### config.mk
export PLATFORM = sky130hd
export DESIGN_NAME = riscv_biu_arbiter
export DESIGN_NICKNAME = d
export VERILOG_FILES = /design/src/rtl/riscv_biu_arbiter.sv
export SDC_FILE = /design/constraint.sdc
export NUM_CORES = 1
export LEC_CHECK = 0
export BUFFER_PORTS_ARGS = -buffer_cell sky130_fd_sc_hd__buf_2
export CORE_AREA = 10 10 116 118
export DETAILED_ROUTE_END_ITERATION = 10
export DIE_AREA = 0 0 126 128
export GPL_TIMING_DRIVEN = 0
export PLACE_DENSITY_LB_ADDON = 0.1
export SKIP_CTS_REPAIR_TIMING = 1
export SLEW_MARGIN = 15
export SYNTH_ARGS = -nofsm -noshare
export SYNTH_HDL_FRONTEND = slang
export SYNTH_SLANG_ARGS = --single-unit
### constraint.sdc
create_clock -name clk_i -period 2.7 [get_ports clk_i]
set_input_delay 0.675 -clock clk_i [delete_from_list [all_inputs] [get_ports clk_i]]
set_output_delay 0.675 -clock clk_i [all_outputs]
set_load 0.005 [all_outputs]
### src/rtl/riscv_biu_arbiter.sv
`default_nettype none
// +--------------------------------------------------------------------------+
// | Module   : riscv_biu_arbiter                                             |
// | Purpose  : Shares one BIU command/response channel between the icache    |
// |            (m0) and dcache (m1) hit stages. Round-robin grant with lock  |
// |            and grant-limit awareness; ownership only changes once every  |
// |            outstanding beat has returned, so responses need no tag.      |
// | Ports    : clk_i, rst_i            clock, asynchronous active-high reset |
// |            mX_req/adr/size/lock/we/d/burst_i   master command inputs     |
// |            mX_stb_ack/ack/err/q_o             master handshakes, data    |
// |            biu_req/adr/size/lock/we/d/burst_o command to the BIU         |
// |            biu_stb_ack/ack/err/q_i            BIU handshakes, read data  |
// | Revision : 1.0  initial release                                          |
// +--------------------------------------------------------------------------+
module riscv_biu_arbiter #(
  parameter int XLEN           = 32,
  parameter int PLEN           = XLEN,
  parameter int INFLIGHT_DEPTH = 2,
  parameter int BURST_SIZE     = 4,
  parameter int GRANT_LIMIT    = 8
) (
  input  logic            clk_i,
  input  logic            rst_i,

  input  logic            m0_req_i,
  input  logic [PLEN-1:0] m0_adr_i,
  input  logic [2:0]      m0_size_i,
  input  logic            m0_lock_i,
  input  logic            m0_we_i,
  input  logic [XLEN-1:0] m0_d_i,
  input  logic            m0_burst_i,
  output logic            m0_stb_ack_o,
  output logic            m0_ack_o,
  output logic            m0_err_o,
  output logic [XLEN-1:0] m0_q_o,

  input  logic            m1_req_i,
  input  logic [PLEN-1:0] m1_adr_i,
  input  logic [2:0]      m1_size_i,
  input  logic            m1_lock_i,
  input  logic            m1_we_i,
  input  logic [XLEN-1:0] m1_d_i,
  input  logic            m1_burst_i,
  output logic            m1_stb_ack_o,
  output logic            m1_ack_o,
  output logic            m1_err_o,
  output logic [XLEN-1:0] m1_q_o,

  output logic            biu_req_o,
  output logic [PLEN-1:0] biu_adr_o,
  output logic [2:0]      biu_size_o,
  output logic            biu_lock_o,
  output logic            biu_we_o,
  output logic [XLEN-1:0] biu_d_o,
  output logic            biu_burst_o,
  input  logic            biu_stb_ack_i,
  input  logic            biu_ack_i,
  input  logic            biu_err_i,
  input  logic [XLEN-1:0] biu_q_i
);

  localparam int CNT_W  = $clog2(INFLIGHT_DEPTH*BURST_SIZE+1);
  localparam int TXN_W  = $clog2(INFLIGHT_DEPTH+1);
  localparam int GCNT_W = $clog2(GRANT_LIMIT+1);
  localparam int BEAT_W = (BURST_SIZE > 1) ? $clog2(BURST_SIZE) : 1;
  localparam int PTR_W  = (INFLIGHT_DEPTH > 1) ? $clog2(INFLIGHT_DEPTH) : 1;

  localparam logic [CNT_W-1:0]  C_BURST_BEATS = CNT_W'(BURST_SIZE);
  localparam logic [TXN_W-1:0]  C_TXN_MAX     = TXN_W'(INFLIGHT_DEPTH);
  localparam logic [GCNT_W-1:0] C_GNT_MAX     = GCNT_W'(GRANT_LIMIT);
  localparam logic [BEAT_W-1:0] C_BEAT_LAST   = BEAT_W'(BURST_SIZE-1);
  localparam logic [PTR_W-1:0]  C_PTR_LAST    = PTR_W'(INFLIGHT_DEPTH-1);

  typedef enum logic [1:0] {
    ST_IDLE  = 2'd0,
    ST_GRANT = 2'd1,
    ST_DRAIN = 2'd2
  } state_t;

  state_t                    state_q, state_d;
  logic                      owner_q, owner_d;
  logic                      last_q, last_d;
  logic [CNT_W-1:0]          cnt_q, cnt_d;
  logic [TXN_W-1:0]          txn_q, txn_d;
  logic [GCNT_W-1:0]         gnt_cnt_q, gnt_cnt_d;
  logic [BEAT_W-1:0]         beat_q, beat_d;
  logic [PTR_W-1:0]          wr_ptr_q, wr_ptr_d;
  logic [PTR_W-1:0]          rd_ptr_q, rd_ptr_d;
  // One bit per accepted transaction: 1 = burst. Responses return in order,
  // so the head entry tells how many beats finish the oldest transaction.
  logic [INFLIGHT_DEPTH-1:0] burst_fifo_q, burst_fifo_d;

  // Owner-selected command
  logic            own_req, own_lock, own_we, own_burst, oth_req;
  logic [PLEN-1:0] own_adr;
  logic [2:0]      own_size;
  logic [XLEN-1:0] own_d;

  logic            in_grant, has_owner, release_gnt;
  logic            accept, beat, last_beat, head_burst;
  logic            cnt_nz;
  logic [CNT_W-1:0] cnt_inc;

  function automatic logic [PTR_W-1:0] ptr_inc(input logic [PTR_W-1:0] p);
    ptr_inc = (p == C_PTR_LAST) ? '0 : p + PTR_W'(1);
  endfunction

  always_comb begin
    own_req   = owner_q ? m1_req_i   : m0_req_i;
    own_adr   = owner_q ? m1_adr_i   : m0_adr_i;
    own_size  = owner_q ? m1_size_i  : m0_size_i;
    own_lock  = owner_q ? m1_lock_i  : m0_lock_i;
    own_we    = owner_q ? m1_we_i    : m0_we_i;
    own_d     = owner_q ? m1_d_i     : m0_d_i;
    own_burst = owner_q ? m1_burst_i : m0_burst_i;
    oth_req   = owner_q ? m0_req_i   : m1_req_i;
  end

  assign in_grant  = (state_q == ST_GRANT);
  assign has_owner = (state_q != ST_IDLE);
  assign cnt_nz    = (cnt_q != '0);

  // Owner gives up the channel when not locked and either idle or it has
  // used up its share while the other master waits.
  assign release_gnt = in_grant & ~own_lock &
                       (~own_req | (oth_req & (gnt_cnt_q == C_GNT_MAX)));

  // Command path: combinational from the owner while granted. The request
  // is withheld in the releasing cycle so no beat is accepted on the way out.
  always_comb begin
    biu_req_o   = in_grant & own_req & ~release_gnt & (txn_q < C_TXN_MAX);
    biu_adr_o   = in_grant ? own_adr   : '0;
    biu_size_o  = in_grant ? own_size  : '0;
    biu_we_o    = in_grant & own_we;
    biu_d_o     = in_grant ? own_d     : '0;
    biu_burst_o = in_grant & own_burst;
    biu_lock_o  = in_grant & own_lock;
  end

  assign accept = biu_req_o & biu_stb_ack_i;
  // Beats arriving with nothing outstanding are protocol violations; drop them.
  assign beat   = (biu_ack_i | biu_err_i) & cnt_nz;

  // Response routing to the current owner only
  always_comb begin
    m0_stb_ack_o = accept & ~owner_q;
    m1_stb_ack_o = accept &  owner_q;
    m0_ack_o     = has_owner & ~owner_q & biu_ack_i & cnt_nz;
    m1_ack_o     = has_owner &  owner_q & biu_ack_i & cnt_nz;
    m0_err_o     = has_owner & ~owner_q & biu_err_i & cnt_nz;
    m1_err_o     = has_owner &  owner_q & biu_err_i & cnt_nz;
    m0_q_o       = has_owner ? biu_q_i : '0;
    m1_q_o       = has_owner ? biu_q_i : '0;
  end

  // Beat / transaction bookkeeping
  assign head_burst = burst_fifo_q[rd_ptr_q];
  assign last_beat  = beat & (~head_burst | (beat_q == C_BEAT_LAST));

  always_comb begin
    cnt_inc      = accept ? (own_burst ? C_BURST_BEATS : CNT_W'(1)) : '0;
    cnt_d        = cnt_q + cnt_inc - CNT_W'(beat);
    txn_d        = txn_q + TXN_W'(accept) - TXN_W'(last_beat);
    beat_d       = beat_q;
    rd_ptr_d     = rd_ptr_q;
    wr_ptr_d     = wr_ptr_q;
    burst_fifo_d = burst_fifo_q;

    if (last_beat) begin
      beat_d   = '0;
      rd_ptr_d = ptr_inc(rd_ptr_q);
    end else if (beat) begin
      beat_d   = beat_q + BEAT_W'(1);
    end

    if (accept) begin
      burst_fifo_d[wr_ptr_q] = own_burst;
      wr_ptr_d               = ptr_inc(wr_ptr_q);
    end
  end

  // Next-state logic
  always_comb begin
    state_d   = state_q;
    owner_d   = owner_q;
    last_d    = last_q;
    gnt_cnt_d = gnt_cnt_q;

    unique case (state_q)
      ST_IDLE: begin
        if (m0_req_i | m1_req_i) begin
          state_d   = ST_GRANT;
          // Tie goes to whoever did not own the channel last.
          owner_d   = (m0_req_i & m1_req_i) ? ~last_q : m1_req_i;
          gnt_cnt_d = '0;
        end
      end
      ST_GRANT: begin
        if (accept && (gnt_cnt_q != C_GNT_MAX)) begin
          gnt_cnt_d = gnt_cnt_q + GCNT_W'(1);
        end
        if (release_gnt) begin
          last_d  = owner_q;
          state_d = (cnt_d == '0) ? ST_IDLE : ST_DRAIN;
        end
      end
      ST_DRAIN: begin
        if (cnt_d == '0) begin
          state_d = ST_IDLE;
        end
      end
      default: state_d = ST_IDLE;
    endcase
  end

  always_ff @(posedge clk_i or posedge rst_i) begin
    if (rst_i) begin
      state_q      <= ST_IDLE;
      owner_q      <= 1'b0;
      last_q       <= 1'b1;
      cnt_q        <= '0;
      txn_q        <= '0;
      gnt_cnt_q    <= '0;
      beat_q       <= '0;
      wr_ptr_q     <= '0;
      rd_ptr_q     <= '0;
      burst_fifo_q <= '0;
    end else begin
      state_q      <= state_d;
      owner_q      <= owner_d;
      last_q       <= last_d;
      cnt_q        <= cnt_d;
      txn_q        <= txn_d;
      gnt_cnt_q    <= gnt_cnt_d;
      beat_q       <= beat_d;
      wr_ptr_q     <= wr_ptr_d;
      rd_ptr_q     <= rd_ptr_d;
      burst_fifo_q <= burst_fifo_d;
    end
  end

endmodule
`default_nettype wire
==> impl_metrics.csv <==
group,metric,value,unit
cells_and_area,layout.nets,859,
power,power.share.sequential,0.130,
yosys,cell_with_the_most_instances_after_synthesis,"sky130_fd_sc_hd__nor2_1",
timing,final_hold_viol_count,0,
placed_design,portBuffers,319,
power,power.clock.fraction,0.077,
global_route,global_route.usage.met2,0.3139,
global_route,busiest_layer,"met2",
yosys,count_of_yosys_warnings_during_synthesis,0,
yosys,ys_seq_area_frac,0.1884,
flow_run,max-cap-violations,0,
yosys,synth_async_sr_flop_share,1.000,
cts,cts_tree,"yes",
yosys,ys_dominant_reg_cell,"sky130_fd_sc_hd__dfrtp_1",
cts,tritoncts.num_buffers,3,
timing,finalSetupViolCount,2,
placed_design,dp_hpwl,13.43,mm
setup_path,critPathBufInv,3,
cts,clkLatencyLatePin,0.25,ns
cells_and_area,areaGrowthSynthToFinish,75.90,%
yosys,syn_area,2664,um2
yosys,syn_area_per_cell,7.858,um2
die,coreArea,11220,um2
global_route,grt_use_met3,0.05790,
power,irDropWorstVdd,364.9,uV
cells_and_area,num-fill-cells,1145,
yosys,syn_inst,339,
timing,whs,0.4778,ns
route,1st_iter_drt_viols,159,
global_route,grt_start_max_net_pins,21,
run_status,failed_checks,"negative setup slack",
yosys,synth.top_cell.area_share,0.2668,
global_route,grt_pass1_vias,3765,
yosys,synth_fp_nets,529,
setup_path,rrSetupSlack,-0.26,ns
yosys,synth_common_cells,"sky130_fd_sc_hd__nor2_1 (78), sky130_fd_sc_hd__mux2i_1 (71), sky130_fd_sc_hd__nor2b_1 (34)",
setup_path,crit_path_max_incr_delay,0.44,ns
die,fp.dieH,128,um
min_path,min-delay-path-class,"flip-flop to flip-flop",
global_route,grt_util_all_layers,0.1699,
cts,cts.clk_slew.worst_paths,0.06,ns
die,initial_core_util,0.2373,
die,rows,39,
yosys,number_of_flops_mapped_to_enable_cells_by_yosys,0,
yosys,post_synth_num_cell_types,40,
route,drt_pre_antenna_iters,4,
setup_path,cp_cell_sequence,"buf_8, or3b_1, a21o_4, and2_4, buf_6, nand2_4, ha_4, inv_2, ha_4, fa_2, or3_4, o22a_1",
route,routed_wire_length_per_instance,18.45,um
timing,final.min_clock_period,3.001,ns
timing,grt_setup_unrepaired,"yes",
route,route.antenna.remaining_nets,0,
cells_and_area,ratio_of_cells_with_drive_above_1_in_the_final_layout,0.5883,
cells_and_area,antennaDiodeCount,0,
placed_design,placement.cell_area,4459,um2
yosys,yosys_register_bits,20,
cells_and_area,postLayoutCoreUtil,0.4175,
die,ioPinCount,320,
timing,fraction_of_the_cycle_the_final_worst_path_needs,1.111,
route,via_per_inst,4.339,
cts,h-tree-depth,1,
route,drc,0,
setup_path,cp.arrival,3.14,ns
timing,fin_skew,0.001201,ns
global_route,grt.met1_usage,0.1853,
setup_path,timing.critical_path.to_type,"flip-flop",
power,p_leak,2.909,nW
cts,clock_tree.buffer_depth,2,
timing,peak_clock_frequency_supported_by_timing,333.3,MHz
timing,slew_limit_fails,0,
setup_path,cell_seen_most_often_among_critical_path_stages,"sky130_fd_sc_hd__ha_4",
timing,timing.max_slew.rel_slack,0.4751,
yosys,yosys-top-cells-area,"sky130_fd_sc_hd__mux2i_1 (27%), sky130_fd_sc_hd__dfrtp_1 (18%), sky130_fd_sc_hd__nor2_1 (11%)",
cts,cts.root.buffer_cell,"sky130_fd_sc_hd__clkbuf_16",
cells_and_area,post-route-cell-area,4686,um2
die,die_area,16130,um2
yosys,synth_top_cell_by_area,"sky130_fd_sc_hd__mux2i_1",
setup_path,critical_path.max_fanout,4,
route,wl,14.96,mm
setup_path,setup.worst_path.class,"input pin to flip-flop",
setup_path,critical_path.slowest_cell,"sky130_fd_sc_hd__fa_2",
placed_design,gp_routability_congestion,0.8883,
power,switching_share,0.4628,
global_route,antenna_found_initial,0,
power,switchingPower,2.024,mW
power,cell_internal_pwr,2.349,mW
power,pwr-share-comb,0.793,
route,dr_total_vias,3519,
die,floorplan.die.width,126,um
global_route,grt_pass1_wl,22.00,mm
global_route,grt_overflow_total,0,
run_status,status,"finished with violations",
setup_path,critical_path_required,2.84,ns
power,power_density,933.2,nW/um2
setup_path,critPathTopFamily,"simple AND/OR/NAND/NOR gates",
setup_path,cp-start-kind,"input pin",
timing,max_slew.worst_pin.slew,0.7865,ns
cts,tritoncts_num_sinks,20,
timing,final_critical_path_setup_slack,-0.3005,ns
## per-stage QoR
step | power, mW | setup TNS, ns | std cells | setup WS [ns]
CTS | 4.348 | -2.259 | 805 | -0.4541
finish | 4.373 | -0.3465 | 811 | -0.3005
floorplan | 2.571 | -0.3491 | 339 | -0.3491
global placement | 3.984 | -1.060 | 801 | -0.6752
detailed placement | 3.995 | -1.164 | 801 | -0.7167
global route | 4.806 | -0.4507 | 811 | -0.3537
## path summary, 6_finish.rpt
check                                          from                        to  cells after the start
worst max register to register  owner_q$_DFFE_PP0P_    state_q[1]$_DFFE_PP0P_                     12
worst max-delay path                      m0_lock_i    state_q[1]$_DFFE_PP0P_                     12
max in group asynchronous                     rst_i  gnt_cnt_q[0]$_DFFE_PP0P_                      2
worst min register to register   txn_q[0]$_DFF_PP0_        txn_q[0]$_DFF_PP0_                      1
min in group asynchronous                     rst_i     beat_q[1]$_DFFE_PP0P_                      2
worst min-delay path             txn_q[0]$_DFF_PP0_        txn_q[0]$_DFF_PP0_                      1
## cells in the final DEF (no fill, tap or decap), types with 3 or more instances in the layout
cell / instances
sky130_fd_sc_hd__buf_4: 38
sky130_fd_sc_hd__nand3_1: 3
sky130_fd_sc_hd__a31oi_1: 8
sky130_fd_sc_hd__and3_1: 3
sky130_fd_sc_hd__inv_1: 12
sky130_fd_sc_hd__dfrtp_1: 17
sky130_fd_sc_hd__a21oi_1: 3
sky130_fd_sc_hd__nand2b_1: 3
sky130_fd_sc_hd__nor3_1: 3
sky130_fd_sc_hd__clkbuf_1: 8
sky130_fd_sc_hd__ha_1: 8
sky130_fd_sc_hd__xor2_1: 3
sky130_fd_sc_hd__xnor2_1: 4
sky130_fd_sc_hd__o21ai_0: 3
sky130_fd_sc_hd__buf_2: 322
sky130_fd_sc_hd__clkbuf_16: 3
sky130_fd_sc_hd__nor2_1: 77
sky130_fd_sc_hd__buf_6: 3
sky130_fd_sc_hd__clkbuf_2: 5
sky130_fd_sc_hd__nor2b_1: 34
sky130_fd_sc_hd__mux2i_1: 71
## power groups by stage
stage	Combinational, mW	Clock [mW]	Sequential, mW
3_3_place_gp	3.43	0	0.550
3_5_place_dp	3.44	0	0.554
2_1_floorplan	2.05	0	0.525
5_1_grt	3.86	0.356	0.588
6_report	3.47	0.336	0.569
4_1_cts	3.45	0.344	0.551
## flip-flops by register name, indices dropped and copies added (netlist names)
register      flops
wr_ptr_q          1
rd_ptr_q          1
burst_fifo_q      2
owner_q           1
cnt_q             4
state_q           2
gnt_cnt_q         4
txn_q             2
beat_q            2
last_q            1
## routing by layer
metal | vias to the layer above | wire length (um)
met4 | 0 | 158
met3 | 14 | 1383
met2 | 200 | 7733
met1 | 1547 | 5686
li1 | 1758 | -
met5 | - | 0
## worst register-to-register path, stage by stage, from the launching register on
cell and delay, ns:
sky130_fd_sc_hd__dfrtp_1 0.37, sky130_fd_sc_hd__buf_6 0.14, sky130_fd_sc_hd__or3b_1 0.36, sky130_fd_sc_hd__a21o_4 0.24
sky130_fd_sc_hd__and2_4 0.13, sky130_fd_sc_hd__buf_6 0.12, sky130_fd_sc_hd__nand2_4 0.06, sky130_fd_sc_hd__ha_4 0.21
sky130_fd_sc_hd__inv_2 0.06, sky130_fd_sc_hd__ha_4 0.13, sky130_fd_sc_hd__fa_2 0.44, sky130_fd_sc_hd__or3_4 0.39
sky130_fd_sc_hd__o22a_1 0.22
## cell families after synthesis
group,Yosys count,share of synthesized area
xor+xnor,7,0.02302
fa+ha+maj,11,0.05449
mux,74,0.2795
buf+inv,66,0.1461
simple gates,138,0.2508
compound gates,23,0.05777
flops,20,0.1884
## final cells by class
class	instances	area, um2	share of cell area
buffer	53	346.6	0.07397
clock buffer	4	88.84	0.01896
inverter	13	48.80	0.01041
multi-input combinational	253	1861	0.3971
sequential	20	504.2	0.1076
tap	143	178.9	0.03818
timing repair buffer	325	1658	0.3538
Power figures use the tool's default switching activity.
